[config.mk]
export PLATFORM = sky130hd
export DESIGN_NAME = register_file
export DESIGN_NICKNAME = d
export VERILOG_FILES = /design/src/rtl/rv_pkg.sv /design/src/rtl/regfile_read_port.sv /design/src/rtl/register_file.sv
export SDC_FILE = /design/constraint.sdc
export NUM_CORES = 2
export LEC_CHECK = 0
export CORE_MARGIN = 5
export CORE_UTILIZATION = 55
export CTS_CLUSTER_DIAMETER = 100
export DETAILED_ROUTE_END_ITERATION = 10
export HOLD_SLACK_MARGIN = 0.15
export PLACE_DENSITY = 0.77
export SLEW_MARGIN = 40
export SYNTH_ARGS = -nofsm -noshare
export SYNTH_HDL_FRONTEND = slang
export SYNTH_SLANG_ARGS = --single-unit
[constraint.sdc]
create_clock -name clk -period 3.8 [get_ports clk]
set_input_delay 0.57 -clock clk [delete_from_list [all_inputs] [get_ports clk]]
set_output_delay 0.57 -clock clk [all_outputs]
set_load 0.005 [all_outputs]
[src/rtl/rv_pkg.sv]
// Shared RV32 integer datapath constants used by the register file slice.
package rv_pkg;

    localparam int unsigned XLEN       = 32;
    localparam int unsigned REG_ADDR_W = 5;
    localparam int unsigned NUM_REGS   = 32;

    // Architectural x0: reads as zero, writes are discarded.
    localparam logic [REG_ADDR_W-1:0] REG_ZERO = 5'd0;

endpackage

[src/rtl/regfile_read_port.sv]
// One combinational read port: index -> data mux with x0 forced to zero.
module regfile_read_port
    import rv_pkg::*;
#(
    parameter int unsigned DATA_WIDTH = XLEN,
    parameter int unsigned ADDR_WIDTH = REG_ADDR_W
) (
    input  logic [ADDR_WIDTH-1:0] addr_i,
    input  logic [DATA_WIDTH-1:0] regs_i [2**ADDR_WIDTH],
    output logic [DATA_WIDTH-1:0] data_o
);

    // Select the addressed register; x0 is zero regardless of the array contents.
    always_comb begin
        data_o = '0;
        if (addr_i != ADDR_WIDTH'(REG_ZERO)) begin
            data_o = regs_i[addr_i];
        end
    end

endmodule

[src/rtl/register_file.sv]
// RV32 integer register file: two combinational read ports, one synchronous write port.
module register_file
    import rv_pkg::*;
#(
    parameter int unsigned DATA_WIDTH = XLEN,
    parameter int unsigned ADDR_WIDTH = REG_ADDR_W
) (
    input  logic                  clk,
    input  logic                  rst,
    input  logic                  write_enable_3,
    input  logic [ADDR_WIDTH-1:0] rs1,
    input  logic [ADDR_WIDTH-1:0] rs2,
    input  logic [ADDR_WIDTH-1:0] rd,
    input  logic [DATA_WIDTH-1:0] write_data_3,
    output logic [DATA_WIDTH-1:0] rd1,
    output logic [DATA_WIDTH-1:0] rd2
);

    localparam int unsigned NREGS = 2**ADDR_WIDTH;

    // Only x1..x(NREGS-1) are stored; x0 exists solely as a constant in regs_view.
    logic [DATA_WIDTH-1:0] regs_q    [1:NREGS-1];
    logic [DATA_WIDTH-1:0] regs_d    [1:NREGS-1];
    logic [DATA_WIDTH-1:0] regs_view [NREGS];

    // Write decode: only the addressed non-zero register takes the write data.
    always_comb begin
        regs_d = regs_q;
        for (int unsigned i = 1; i < NREGS; i++) begin
            if (write_enable_3 && (rd == ADDR_WIDTH'(i))) begin
                regs_d[i] = write_data_3;
            end
        end
    end

    // Storage update; synchronous reset clears everything and wins over a write.
    always_ff @(posedge clk) begin
        if (rst) begin
            for (int unsigned i = 1; i < NREGS; i++) begin
                regs_q[i] <= '0;
            end
        end else begin
            regs_q <= regs_d;
        end
    end

    // Full-index view presented to the read ports, with slot 0 tied to zero.
    always_comb begin
        regs_view[0] = '0;
        for (int unsigned i = 1; i < NREGS; i++) begin
            regs_view[i] = regs_q[i];
        end
    end

    regfile_read_port #(
        .DATA_WIDTH (DATA_WIDTH),
        .ADDR_WIDTH (ADDR_WIDTH)
    ) u_read_port_1 (
        .addr_i (rs1),
        .regs_i (regs_view),
        .data_o (rd1)
    );

    regfile_read_port #(
        .DATA_WIDTH (DATA_WIDTH),
        .ADDR_WIDTH (ADDR_WIDTH)
    ) u_read_port_2 (
        .addr_i (rs2),
        .regs_i (regs_view),
        .data_o (rd2)
    );

endmodule

# Yosys cells after proc, flatten, opt, wreduce, memory -nomap -nowiden
# Index checks and enable logic that the tools add are counted.
# totals
word_cells,107
reg_bits,992
in_bits,50
# op_classes
n_reduce_logical,33
n_lt_le_gt_ge,2
mux,8
eq_ne,31
bitwise,2
# ops
cell,n
32-bit binary-select mux with 5-bit select,2
32-bit 2-to-1 mux,6
5-bit equality test (second input constant),16
5-bit by 4-bit equality test with 1-bit output (second input constant),8
1-bit logical AND,31
5-bit by 3-bit equality test with 1-bit output (second input constant),4
6-bit >= comparator (second input constant),2
5-bit NOT with 6-bit output,2
5-bit by 2-bit equality test with 1-bit output (second input constant),2
5-bit nonzero test,2
5-bit by 1-bit equality test with 1-bit output (second input constant),1

# Longest topological paths before layout
# depth
ltp_word,5
mapped_depth,9

# Hierarchy
# From an unflattened synthesis, not the netlist that was laid out.
# unflattened
hier_cells,4694
hier_area_um2,54989.0
# by_module_without_submodules
mod,n_inst,area_each_um2,cells_each
register_file,1,38252.9,3366
regfile_read_port,2,8368.0,664

# Worst setup path before layout
# Ideal clock, no wire load.
# synth_timing
path_type,input to output
start,input rs1[1]
end,output rd1[18]
t_required_ns,3.230
setup_slack_ns,1.352
stages,7
arrival_ns,1.878
cell_sequence,buf_6 -> buf_6 -> buf_6 -> mux2_2 -> a221oi_1 -> a2111oi_0 -> a211o_1
# synth_via
elab_chain_cells,5
# synth_lines
element,line_no,text
start: declaration,register_file.sv:11,"input logic [ADDR_WIDTH-1:0] rs1,"
5-bit NOT with 6-bit output (implied by the code),regfile_read_port.sv:17,data_o = regs_i[addr_i];
32-bit binary-select mux with 5-bit select,regfile_read_port.sv:17,
32-bit 2-to-1 mux (implied by the code) (2 in a row),regfile_read_port.sv:17,
32-bit 2-to-1 mux *,regfile_read_port.sv:16,if (addr_i != ADDR_WIDTH'(REG_ZERO)) begin
end: declaration,register_file.sv:15,"output logic [DATA_WIDTH-1:0] rd1,"
# Mark *: on every way between the ends. The rest lies on a longest branch, timed or not. The select of a mux whose other input is x is not followed.

# Worst setup path in the final report
# layout_timing
start,input rs2[4]
end,output rd2[12]
# layout_via
elab_chain_cells,5
# layout_lines
element,line_no,text
start: declaration,register_file.sv:12,"input logic [ADDR_WIDTH-1:0] rs2,"
5-bit NOT with 6-bit output (implied by the code),regfile_read_port.sv:17,
32-bit binary-select mux with 5-bit select,regfile_read_port.sv:17,
32-bit 2-to-1 mux (implied by the code) (2 in a row),regfile_read_port.sv:17,
32-bit 2-to-1 mux *,regfile_read_port.sv:16,
end: declaration,register_file.sv:16,output logic [DATA_WIDTH-1:0] rd2
# Marks and branches as above.

==> out/qor.txt <==
status - finished clean
RSZ-0062 raised after global routing - false
Worst Max-Slew Pin Slew - 0.822 ns
post-DR vias/cell - 6.84
CTS Buf Count - 102
crit start category - input port
Synth-to-Final Area Change - 12.4%
Clk Latency, worst-skew pair - 0.69 ns
clock skew - 0 ns
Synth Flop Type - dfxtp_1
post-DP HPWL - 117000 um
drt pass-1 iters - 9
GR Util met1 - 0.478
# DRC - 0
final slew viol count - 0
die extent in x - 314 um
Yosys cell types - 58
Yosys warnings - 0
clock sink count - 992
Root Driver - clkbuf_16
Max Cap Viol - 0
first-pass GRT wire length - 290000 um
GR Util met2 - 0.555
commonest non-fill, non-tap cells in the layout - 2024 x nand2_1, 993 x a21oi_1, 992 x dfxtp_1
relative slew slack - 0.450
number of nets with antenna violations after routing - 0
Worst R2R Setup Slack - 3.05 ns
critical path peak fanout - 13
Starting DRT DRC Count - 9006
CTS H-tree depth - 3
CTS clk-pin slew, worst paths - 0.07 ns
# rows - 111
Cell Area, Synth - 0.0509 mm2
WS Path Type - input port to output pin
post-synthesis cell count - 6084
routed length per instance - 26.9 um
Port Buf Inserts - 113
DIE AREA - 0.0987 mm2
Hold Fails Final Rpt - 0
initial antenna violation count - 9
post-synth top area share - 0.390
largest net degree at the start of global routing - 111
Seq/Total Area, Yosys - 0.390
Setup crit end kind - output pin
Final setup viols - 0
TritonCTS clock tree - built
Peak supply drop - 0.423 mV
Mapped Nets - 6134
Setup Fix Bufs, Post-CTS - 0
Top reg by flops - regs_q
Core Region - 0.0918 mm2
FF-to-FF Start - regs_q[188]
Req. time, crit path - 3.23 ns
layout cells sized above 1 - 0.160
largest area contributor in the netlist - dfxtp_1
FMAX - 266 MHz
GPL Wtd Cong - 0.982
GRT met3 Usage - 0.102
starting density of the core - 0.554
largest registers - regs_q x992
asr flop ratio synth - 0
P_leak - 19.5 nW
Hold Path Class - input port to flop
top cells by area, synth - dfxtp_1 39%, nand2_1 15%, mux4_2 10%
Vias - 49658
grt peak-use layer - met2
FF+latch count, synth - 992
pwr/cell area - 417 mW/mm2
fin crit share - 0.988
# nets final - 5969
r2r endpoint - regs_q[188]
Final min period - 3.76 ns
vias in the first global route - 47151
HP Start - rst
Max Root-Sink Buffers - 3
design area - 0.0572 mm2
commonest non-fill, non-tap cell in the layout - nand2_1
GRT overflow - 0
Die Ht - 314 um
post-layout util - 0.623
IO Count - 114
flip-flop count of the largest register after layout - 992
R2R cell count - 2
Setup crit start - rs2[4]
Total GRT Usage - 0.379
Worst Path Arrival - 3.19 ns
placed cell area - 0.0535 mm2
Post-synth EDFFs - 0
crit path to - rd2[12]
wirelength, routed - 195000 um
Avg Inst Size Synth - 8.37 um2
per-stage QoR:
stage               cells  setup slack (ns)  hold slack (ns)  TNS, ns  total power, mW
finish               7256            0.0444            0.370        0             23.9
global route         7248           0.00243            0.394        0             24.4
CTS                  7248            0.0266            0.365        0             23.7
detailed placement   7058           -0.0791            0.456   -0.109             13.1
global placement     7058           -0.0934            0.449   -0.126             13.1
floorplan            6084              1.35            0.442        0             12.1
routing by layer:
layer,vias up,share of wire
li1,20928,-
met1,23430,0.34
met2,4189,0.42
met3,1105,0.15
met4,6,0.093
met5,-,0.00020
worst min path at each step:
| stage | to | slack (ns) | depth (start not counted) |
|---|---|---|---|
| 4_1_cts | regs_q[490] | 0.36 | 2 |
| 5_1_grt | regs_q[937] | 0.39 | 2 |
| 6_report | regs_q[933] | 0.37 | 2 |
| 3_5_place_dp | regs_q[442] | 0.46 | 2 |
| 3_3_place_gp | regs_q[564] | 0.45 | 2 |
| 2_1_floorplan | regs_q[128] | 0.44 | 2 |
synthesized netlist by cell type, types with 4 or more instances:
cell type,n
a2111oi_0,16
a211o_1,5
a211oi_1,25
a211oi_2,11
a21oi_1,993
a221o_1,35
a221oi_1,43
a22oi_1,120
a2bb2oi_1,20
a311o_1,4
and2_0,4
and2_1,16
and3_1,5
buf_1,94
buf_2,139
buf_4,51
buf_6,19
clkbuf_1,330
dfxtp_1,992
mux2_2,215
mux2i_1,296
mux4_2,226
nand2_1,2041
nand2b_1,6
nand3_1,54
nor2_1,34
nor2b_1,10
o2111ai_1,19
o211ai_1,31
o21a_1,19
o22ai_1,130
o32ai_1,4
or3_1,37
power by group:
part	leakage (nW)	switching [mW]	internal (mW)
clock	1.78	4.44	6.41
combinational	9.74	1.58	0.897
sequential	8.00	0.0605	10.5
repair_timing:
action,CTS,global route
pin swaps,0,1
setup endpoints to repair,2,9
gates resized for setup,2,10
gates cloned,0,0
hold buffers,0,0
layout make-up:
cell class / count / area, um2
sequential: 992 / 19900
clock inverter: 39 / 563
inverter: 1 / 3.75
timing repair buffer: 369 / 3770
antenna: 8 / 20.0
multi-input combinational: 4453 / 28300
fill: 7500 / 34600
clock buffer: 151 / 3070
tap: 1243 / 1560
kinds of logic after synthesis:
| kind of cell | after synthesis | synth area share |
|---|---|---|
| AO/OA/AOI/OAI | 1477 | 0.172 |
| buffers and inverters | 639 | 0.0585 |
| flip-flops | 992 | 0.390 |
| multiplexers | 740 | 0.207 |
| AND/OR/NAND/NOR | 2236 | 0.173 |
worst max-delay path: stages:
cell	delay (ns)
clkdlybuf4s50_1	0.45
buf_4	0.17
buf_4	0.16
and3b_1	0.19
buf_4	0.20
a22oi_1	0.19
nand3_1	0.12
a211oi_2	0.43
buf_4	0.20
clkdlybuf4s50_1	0.50
No activity file was read; power rests on OpenSTA's default activity.
